`src/rtl/mem_stage_pkg.sv`:
```
// Shared encodings and helpers for the MEM-stage access block.
package mem_stage_pkg;

    localparam logic [1:0] SZ_NONE = 2'b00;
    localparam logic [1:0] SZ_WORD = 2'b01;
    localparam logic [1:0] SZ_HALF = 2'b10;
    localparam logic [1:0] SZ_BYTE = 2'b11;

    typedef enum logic {ST_IDLE, ST_WAIT} state_t;

    function automatic logic [3:0] byte_en(input logic [1:0] size, input logic [1:0] lane);
        case (size)
            SZ_WORD: byte_en = 4'b1111;
            SZ_HALF: byte_en = lane[1] ? 4'b1100 : 4'b0011;
            SZ_BYTE: byte_en = 4'b0001 << lane;
            default: byte_en = 4'b0000;
        endcase
    endfunction

    function automatic logic [31:0] sext16(input logic [15:0] h);
        sext16 = {{16{h[15]}}, h};
    endfunction

    function automatic logic [31:0] sext8(input logic [7:0] b);
        sext8 = {{24{b[7]}}, b};
    endfunction

endpackage

```
`src/rtl/mem_stage_access_lane.sv`:
```
// Combinational lane handling: store replication, byte enables, load extract/sign-extend.
module mem_lane_align
    import mem_stage_pkg::*;
(
    input  logic [1:0]  size,
    input  logic [1:0]  lane,
    input  logic [31:0] wdata_in,
    input  logic [31:0] rdata,
    output logic [3:0]  be,
    output logic [31:0] wdata,
    output logic [31:0] ld_data
);

    always_comb begin
        be = byte_en(size, lane);
        case (size)
            SZ_HALF: wdata = {2{wdata_in[15:0]}};
            SZ_BYTE: wdata = {4{wdata_in[7:0]}};
            default: wdata = wdata_in;
        endcase
        case (size)
            SZ_HALF: ld_data = sext16(lane[1] ? rdata[31:16] : rdata[15:0]);
            SZ_BYTE: ld_data = sext8(rdata[{lane, 3'b000} +: 8]);
            default: ld_data = rdata;
        endcase
    end

endmodule

```
`src/rtl/mem_stage_access.sv`:
```
// MEM stage: sized dmem access over req/ack with timeout, stall generation, MEM/WB register.
// Optional MEM_ALIGN_CHECK_EN adds misaligned-access detection (MisalignErr_o).
module mem_stage_access
    import mem_stage_pkg::*;
#(
    parameter int ACK_TIMEOUT = 16,
    parameter int CNT_W       = 5
) (
    input  logic        Clk,
    input  logic        Reset,
    input  logic        RegWriteSig,
    input  logic        MemToRegSig,
    input  logic        MemToReg2Mux,
    input  logic [1:0]  MemReadSig,
    input  logic [1:0]  MemWriteSig,
    input  logic [31:0] ALUresult,
    input  logic [31:0] rdata2,
    input  logic [4:0]  regDstMux,
    input  logic [31:0] PC4,
    output logic        dmem_req,
    output logic        dmem_we,
    output logic [31:0] dmem_addr,
    output logic [3:0]  dmem_be,
    output logic [31:0] dmem_wdata,
    input  logic        dmem_ack,
    input  logic [31:0] dmem_rdata,
    output logic        Stall_o,
    output logic        BusErr_o,
`ifdef MEM_ALIGN_CHECK_EN
    output logic        MisalignErr_o,
`endif
    output logic        RegWriteSig_o,
    output logic        MemToRegSig_o,
    output logic        MemToReg2Mux_o,
    output logic [31:0] ReadData_o,
    output logic [31:0] ALUresult_o,
    output logic [31:0] PC4_o,
    output logic [4:0]  regDstMux_o
);

    state_t           state;
    logic [CNT_W-1:0] cnt;
    logic             wr_op, rd_op, op, mis, req, timeout, done;
    logic [1:0]       size;
    logic [31:0]      ld_data;

    assign wr_op = (MemWriteSig != SZ_NONE);
    assign rd_op = !wr_op && (MemReadSig != SZ_NONE);
    assign op    = wr_op || (MemReadSig != SZ_NONE);
    assign size  = wr_op ? MemWriteSig : MemReadSig;

`ifdef MEM_ALIGN_CHECK_EN
    assign mis = op && (((size == SZ_WORD) && (ALUresult[1:0] != 2'b00)) ||
                        ((size == SZ_HALF) && ALUresult[0]));
`else
    assign mis = 1'b0;
`endif

    // A misaligned access is retired immediately without touching memory.
    assign req     = op && !mis && !Reset;
    assign timeout = (state == ST_WAIT) && (cnt == CNT_W'(ACK_TIMEOUT - 1)) && !dmem_ack;
    assign done    = req && (dmem_ack || timeout);
    assign Stall_o = op && !mis && !done;

    assign dmem_req  = req;
    assign dmem_we   = req && wr_op;
    assign dmem_addr = {ALUresult[31:2], 2'b00};

    mem_lane_align u_lane (
        .size     (size),
        .lane     (ALUresult[1:0]),
        .wdata_in (rdata2),
        .rdata    (dmem_rdata),
        .be       (dmem_be),
        .wdata    (dmem_wdata),
        .ld_data  (ld_data)
    );

    always_ff @(posedge Clk) begin
        if (Reset) begin
            state <= ST_IDLE;
            cnt   <= '0;
        end else begin
            case (state)
                ST_IDLE: if (req && !dmem_ack) begin
                    state <= ST_WAIT;
                    cnt   <= CNT_W'(1);
                end
                ST_WAIT: if (dmem_ack || timeout) begin
                    state <= ST_IDLE;
                    cnt   <= '0;
                end else begin
                    cnt <= cnt + CNT_W'(1);
                end
                default: state <= ST_IDLE;
            endcase
        end
    end

    always_ff @(posedge Clk) begin
        if (Reset) begin
            BusErr_o       <= 1'b0;
            RegWriteSig_o  <= 1'b0;
            MemToRegSig_o  <= 1'b0;
            MemToReg2Mux_o <= 1'b0;
            ReadData_o     <= '0;
            ALUresult_o    <= '0;
            PC4_o          <= '0;
            regDstMux_o    <= '0;
`ifdef MEM_ALIGN_CHECK_EN
            MisalignErr_o  <= 1'b0;
`endif
        end else begin
            if (timeout) BusErr_o <= 1'b1;
`ifdef MEM_ALIGN_CHECK_EN
            MisalignErr_o <= mis;
`endif
            if (Stall_o) begin
                RegWriteSig_o <= 1'b0;
            end else begin
                RegWriteSig_o  <= RegWriteSig && !mis;
                MemToRegSig_o  <= MemToRegSig;
                MemToReg2Mux_o <= MemToReg2Mux;
                ReadData_o     <= (rd_op && req && dmem_ack) ? ld_data : 32'd0;
                ALUresult_o    <= ALUresult;
                PC4_o          <= PC4;
                regDstMux_o    <= regDstMux;
            end
        end
    end

endmodule

```
`config.mk`:
```
export PLATFORM = sky130hd
export DESIGN_NAME = mem_stage_access
export DESIGN_NICKNAME = d
export VERILOG_FILES = /design/src/rtl/mem_stage_pkg.sv /design/src/rtl/mem_stage_access_lane.sv /design/src/rtl/mem_stage_access.sv
export SDC_FILE = /design/constraint.sdc
export NUM_CORES = 1
export LEC_CHECK = 0
export CAP_MARGIN = 0
export CORE_MARGIN = 2
export CORE_UTILIZATION = 26
export CTS_CLUSTER_DIAMETER = 60
export CTS_CLUSTER_SIZE = 40
export DETAILED_ROUTE_END_ITERATION = 8
export PLACE_DENSITY = 0.7
export SLEW_MARGIN = 25
export SYNTH_ARGS = -nofsm -noshare
export SYNTH_HDL_FRONTEND = slang
export SYNTH_SLANG_ARGS = --single-unit
```
`constraint.sdc`:
```
create_clock -name Clk -period 2.55 [get_ports Clk]
set_input_delay 0.255 -clock Clk [delete_from_list [all_inputs] [get_ports Clk]]
set_output_delay 0.255 -clock Clk [all_outputs]
set_load 0.02 [all_outputs]
```
# Yosys cells after proc, flatten, opt, wreduce, memory -nomap -nowiden
# Index checks and enable logic that the tools add are counted.
# totals
ff_bits	111
latchBits	0
ram_bits	0
rom_bits	0
out_inout_bits	176
elab_cells	51
n_memories	0
# op_classes
addsub	1
multipliers	0
div	0
order_cmp	0
eq_ne	5
shifts	2
muxes	13
n_bitwise	1
reduce_logical	19
# ops
cell	count
case mux 32 bit (2 select lines)	2
two-way mux 32 bit	1
variable part select 32 x 6 -> 8 bit	1
two-way mux 16 bit	1
case mux 4 bit (3 select lines)	1
logical AND 1 bit	10
two-way mux 5 bit	2
case mux 5 bit (2 select lines)	1
adder 5 x 1 -> 5 bit (second input constant)	1
== test 5 x 4 -> 1 bit (second input constant)	1
== test 2 bit (second input constant)	2
logical NOT 1 bit	4
two-way mux 4 bit	1
nonzero test 2 bit	2
left shift 1 x 2 -> 4 bit (first input constant)	1
== test 2 x 1 -> 1 bit (second input constant)	1
logical OR 1 bit	2
two-way mux 1 bit	2
two-way mux 2 bit	1
inequality test 2 bit (second input constant)	1
case mux 1 bit (2 select lines)	1
OR reduction 2 bit	1
inverter 1 bit	1

# Depth between registers and ports, before layout
# logic_depth
ltp_word	8
depth_mapped	9
mapped_depth_nobuf	8

# Hierarchy
# Synthesis repeated with hierarchy kept, for this count alone.
# unflattened
hier_cells	656
hier_area_um2	5396.4
# modules_own_cells
module	n_inst	cells_per_inst	area_per_inst_um2	seq_area_each_um2
mem_stage_access	1	486	4307.9	2222.1
mem_lane_align	1	170	1088.5	0.0

# Worst setup path before layout
# No wires, ideal clock.
# synth_path
path_kind	flip-flop to flip-flop
startpoint	register cnt[0]
endpoint	register ALUresult_o[17]
setup_time_ps	71
arrival_ps	1904
t_required_ps	2479
setup_slack_ps	576
stages_incl_launch_ff	10
path_buffers	1
path_cell_list	dfxtp_1 -> ha_1 -> and3_1 -> ha_1 -> a21oi_1 -> o21ai_2 -> inv_2 -> clkbuf_1 -> nand2_1 -> a21oi_1
# synth_via
elab_chain_len	7
# synth_lines
element	line	source
start, declared	mem_stage_access.sv:42	logic [CNT_W-1:0] cnt;
start signal, assigned	mem_stage_access.sv:93	cnt <= cnt + CNT_W'(1);
== test 5 x 4 -> 1 bit	mem_stage_access.sv:61	assign timeout = (state == ST_WAIT) && (cnt == CNT_W'(ACK_TIMEOUT - 1)) && !dmem_ack;
logical AND 1 bit (2 in series)	mem_stage_access.sv:61	
logical OR 1 bit	mem_stage_access.sv:62	assign done = req && (dmem_ack || timeout);
logical AND 1 bit	mem_stage_access.sv:62	
logical NOT 1 bit	mem_stage_access.sv:63	assign Stall_o = op && !mis && !done;
logical AND 1 bit	mem_stage_access.sv:63	
via Stall_o	mem_stage_access.sv:27	output logic Stall_o,
end signal, assigned	mem_stage_access.sv:125	ALUresult_o <= ALUresult;
end, declared	mem_stage_access.sv:36	output logic [31:0] ALUresult_o,
# The timed path passes the listed nets, and every way through them passes these cells.
# A chain may end at the register's enable or synchronous reset.

# Worst setup path after layout
# layout_path
startpoint	input port MemReadSig[0]
endpoint	output port dmem_wdata[11]
# layout_via
elab_chain_len	3
elab_cells_between_ends	4
cone_classes	2 x eq/ne; 2 x mux
# layout_lines
element	line	source
start, declared	mem_stage_access.sv:14	input logic [1:0] MemReadSig,
two-way mux 2 bit *	mem_stage_access.sv:50	assign size = wr_op ? MemWriteSig : MemReadSig;
== test 2 bit	mem_stage_access_lane.sv:16	case (size)
case mux 32 bit (2 select lines) *	mem_stage_access_lane.sv:16	
end, declared	mem_stage_access.sv:24	output logic [31:0] dmem_wdata,
# Mark *: on every way between the ends. The rest lies on a longest branch, timed or not.

==> reports/metrics.csv <==
metric;value;unit
CTS Sinks;111;
Max Slew Vio Count;0;
Max Buffers Root-to-Sink;2;
critical path launch point type;primary input;
Final min period;2.44;ns
Max Fclk;0.410;GHz
RR Endpoint;ReadData_o[13]$_SDFFE_PP0N_;
post-synthesis instance total;692;
Storage cell area;0.00222;mm²
outcome;completed;
post-route cell area;0.00875;mm²
share of the yosys chip area belonging to registers;42.9;%
latest clock arrival within the worst-skew pair;0.35;ns
critical path arrival;2.18;ns
TritonCTS clock tree;done;
vias in the first global route;5357;
Post-Synthesis Cell Area;0.00518;mm²
first-pass GRT wire length;28400;µm
Initial Util;26.5;%
Seq cells post-synth;111;
n_diodes;0;
crit path max fanout;8;
final hold vios;0;
gr ovfl total;0;
hold path cells;2;
layout cell share with drive strength beyond 1;7.46;%
Worst VDD drop;260;µV
hold buffers post-CTS;0;
Area Overhead vs Synth;68.9;%
reg2reg path depth;9;
nets@finish;1105;
top cell type's share of synthesized area;42.9;%
power per cell area;508;mW/mm²
CORE AREA;0.0195;mm²
Syn. warnings;0;
vias;5625;
Tot Pwr;0.00445;W
Die Y;145;µm
DR WL/cell;14.5;µm
Vias/cell;4.57;
Hold Crit Class;primary input to flop;
Buffers on Ports;316;
Worst Path Class, Setup;primary input to primary output;
Pleak;3.30;nW
overall die width;145;µm
min-delay src;Reset;
setup ws final;0.114;ns
Hold Path Sink;cnt[0]$_SDFFE_PP0P_;
max cap viols;0;
die area;0.0211;mm²
final setup violation count;0;
drt pass-1 iters;4;
clk_skew;0.0108;ns
Yosys cell types;39;
IO Pins;319;
Layout fillers;1956;
Post-DP HPWL;13600;µm
reg2reg setup slack;0.40;ns
Multi-input gate area;0.00247;mm²
# rows;51;
Post-DP Area;0.00845;mm²
Worst Setup End Kind;primary output;
Final TNS setup;0;ns
average footprint of a synthesized cell;7.49;µm²
H-tree levels;3;
GP Congestion;0.841;
GRT Util Overall;16.4;%
DP Worst Slack;0.0153;ns
first-iteration detailed-routing DRC count;215;
reg-to-reg critical path startpoint;cnt[0]$_SDFFE_PP0P_;
Data required, critical path;2.30;ns
Yosys top cell by area;dfxtp_1;
clk slew on worst S/H paths;0.08;ns
Detail Route Antenna Nets;0;
cts bufs inserted;9;
Tightest Pin Transition;0.939;ns
synth top area cells;dfxtp_1, nand2_1, a21oi_1;
DRC;0;
unrepaired setup endpoints after global routing;false;
initial antenna violation count;0;
largest net degree at the start of global routing;85;
final worst-path cycle share;95.5;%
Routed WL;17800;µm
root buf cell;clkbuf_16;
Rel. slew slack;37.4;%
-- per-layer routing --
metal	routed length (µm)	global-route usage [%]	up-vias
met5	0	0	-
met4	291	5.15	0
met3	1650	5.82	24
met2	8650	28.7	255
met1	7240	18.8	2541
li1	-	-	2805
-- flip-flops by register name (all words and copies together) (netlist names) --
name,flops
BusErr_o,1
MemToRegSig_o,1
ALUresult_o,32
cnt,5
ReadData_o,32
regDstMux_o,5
RegWriteSig_o,1
PC4_o,32
state,1
MemToReg2Mux_o,1
-- worst max-delay path: stages --
cell and delay, ns:
clkdlybuf4s50_1 0.45, buf_4 0.17, nand2b_1 0.09, nand2b_1 0.09, nand2_1 0.11, buf_12 0.13, mux2_2 0.33, clkdlybuf4s50_1 0.54
-- where the power goes --
group          switching, W  total, W  internal (W)
clock              0.000713   0.00143      0.000716
combinational      0.000576   0.00117      0.000594
sequential        0.0000394   0.00185       0.00181
-- Yosys cell counts, drive strengths merged --
library cell,n
a211oi,7
a21o,7
a21oi,87
a22o,1
a22oi,9
a31oi,15
and2,10
and3,2
buf,45
clkbuf,40
conb,1
dfxtp,111
ha,2
inv,4
mux2,10
mux2i,2
nand2,208
nand2b,3
nand3,9
nor2,63
nor2b,2
nor3,1
nor3b,2
nor4,1
o21ai,31
o22a,1
o22ai,14
o311ai,1
or3,1
or4,1
or4b,1
-- cell type report --
class / instances / share of cell area [%]
Clock inverter: 6 / 0.701
Clock buffer: 10 / 2.73
Inverter: 4 / 0.172
Timing Repair Buffer: 341 / 39.0
Sequential cell: 111 / 25.4
Multi-Input combinational cell: 493 / 28.3
Tap cell: 265 / 3.79
-- stage by stage --
step           utilization (%)  hold WS, ns  instances
2_1_floorplan                -        0.395        693
3_3_place_gp              43.3        0.434       1214
3_5_place_dp              43.3        0.440       1214
4_1_cts                   44.8        0.129       1230
5_1_grt                   44.8        0.143       1230
6_report                  44.8        0.144       1230
-- worst max-delay path by stage --
stage / start / to / slack [ns] / cells past startpoint
5_1_grt: MemWriteSig[1] / dmem_be[0] / 0.007 / 6
4_1_cts: MemReadSig[0] / dmem_wdata[11] / 0.09 / 8
3_3_place_gp: MemWriteSig[0] / ReadData_o[17]$_SDFFE_PP0N_ / 0.11 / 6
3_5_place_dp: MemReadSig[0] / ReadData_o[31]$_SDFFE_PP0N_ / 0.02 / 6
6_report: MemReadSig[0] / dmem_wdata[11] / 0.11 / 8
2_1_floorplan: cnt[0]$_SDFFE_PP0P_ / ALUresult_o[17]$_SDFFE_PP0N_ / 0.58 / 9
-- cell families (layout without fill, tap and decap cells) --
group	count (synthesis)	count (layout)	share of synthesized area, %
buffers and inverters	89	361	9.73
muxes	12	12	2.56
AOI/OAI and AO/OA	173	173	19.9
DFF	111	111	42.9
other	1	2	0.0724
adders and majority gates	2	2	0.483
and+or+nand+nor	304	304	24.4
-- layout by cell type (no fill, tap or decap), types with 14 or more instances in the layout --
cell,n
nor2_1,60
buf_4,21
nand2_1,208
dfxtp_1,111
clkdlybuf4s50_1,314
a21oi_1,87
o21ai_0,20
a31oi_1,15
o22ai_1,14
-- repair_timing --
action,CTS,global route
setup buffers,0,0
setup endpoints to repair,1,1
endpoints found under the hold margin,0,0
gates resized for setup,1,1
(Power assumes the default switching activity.)
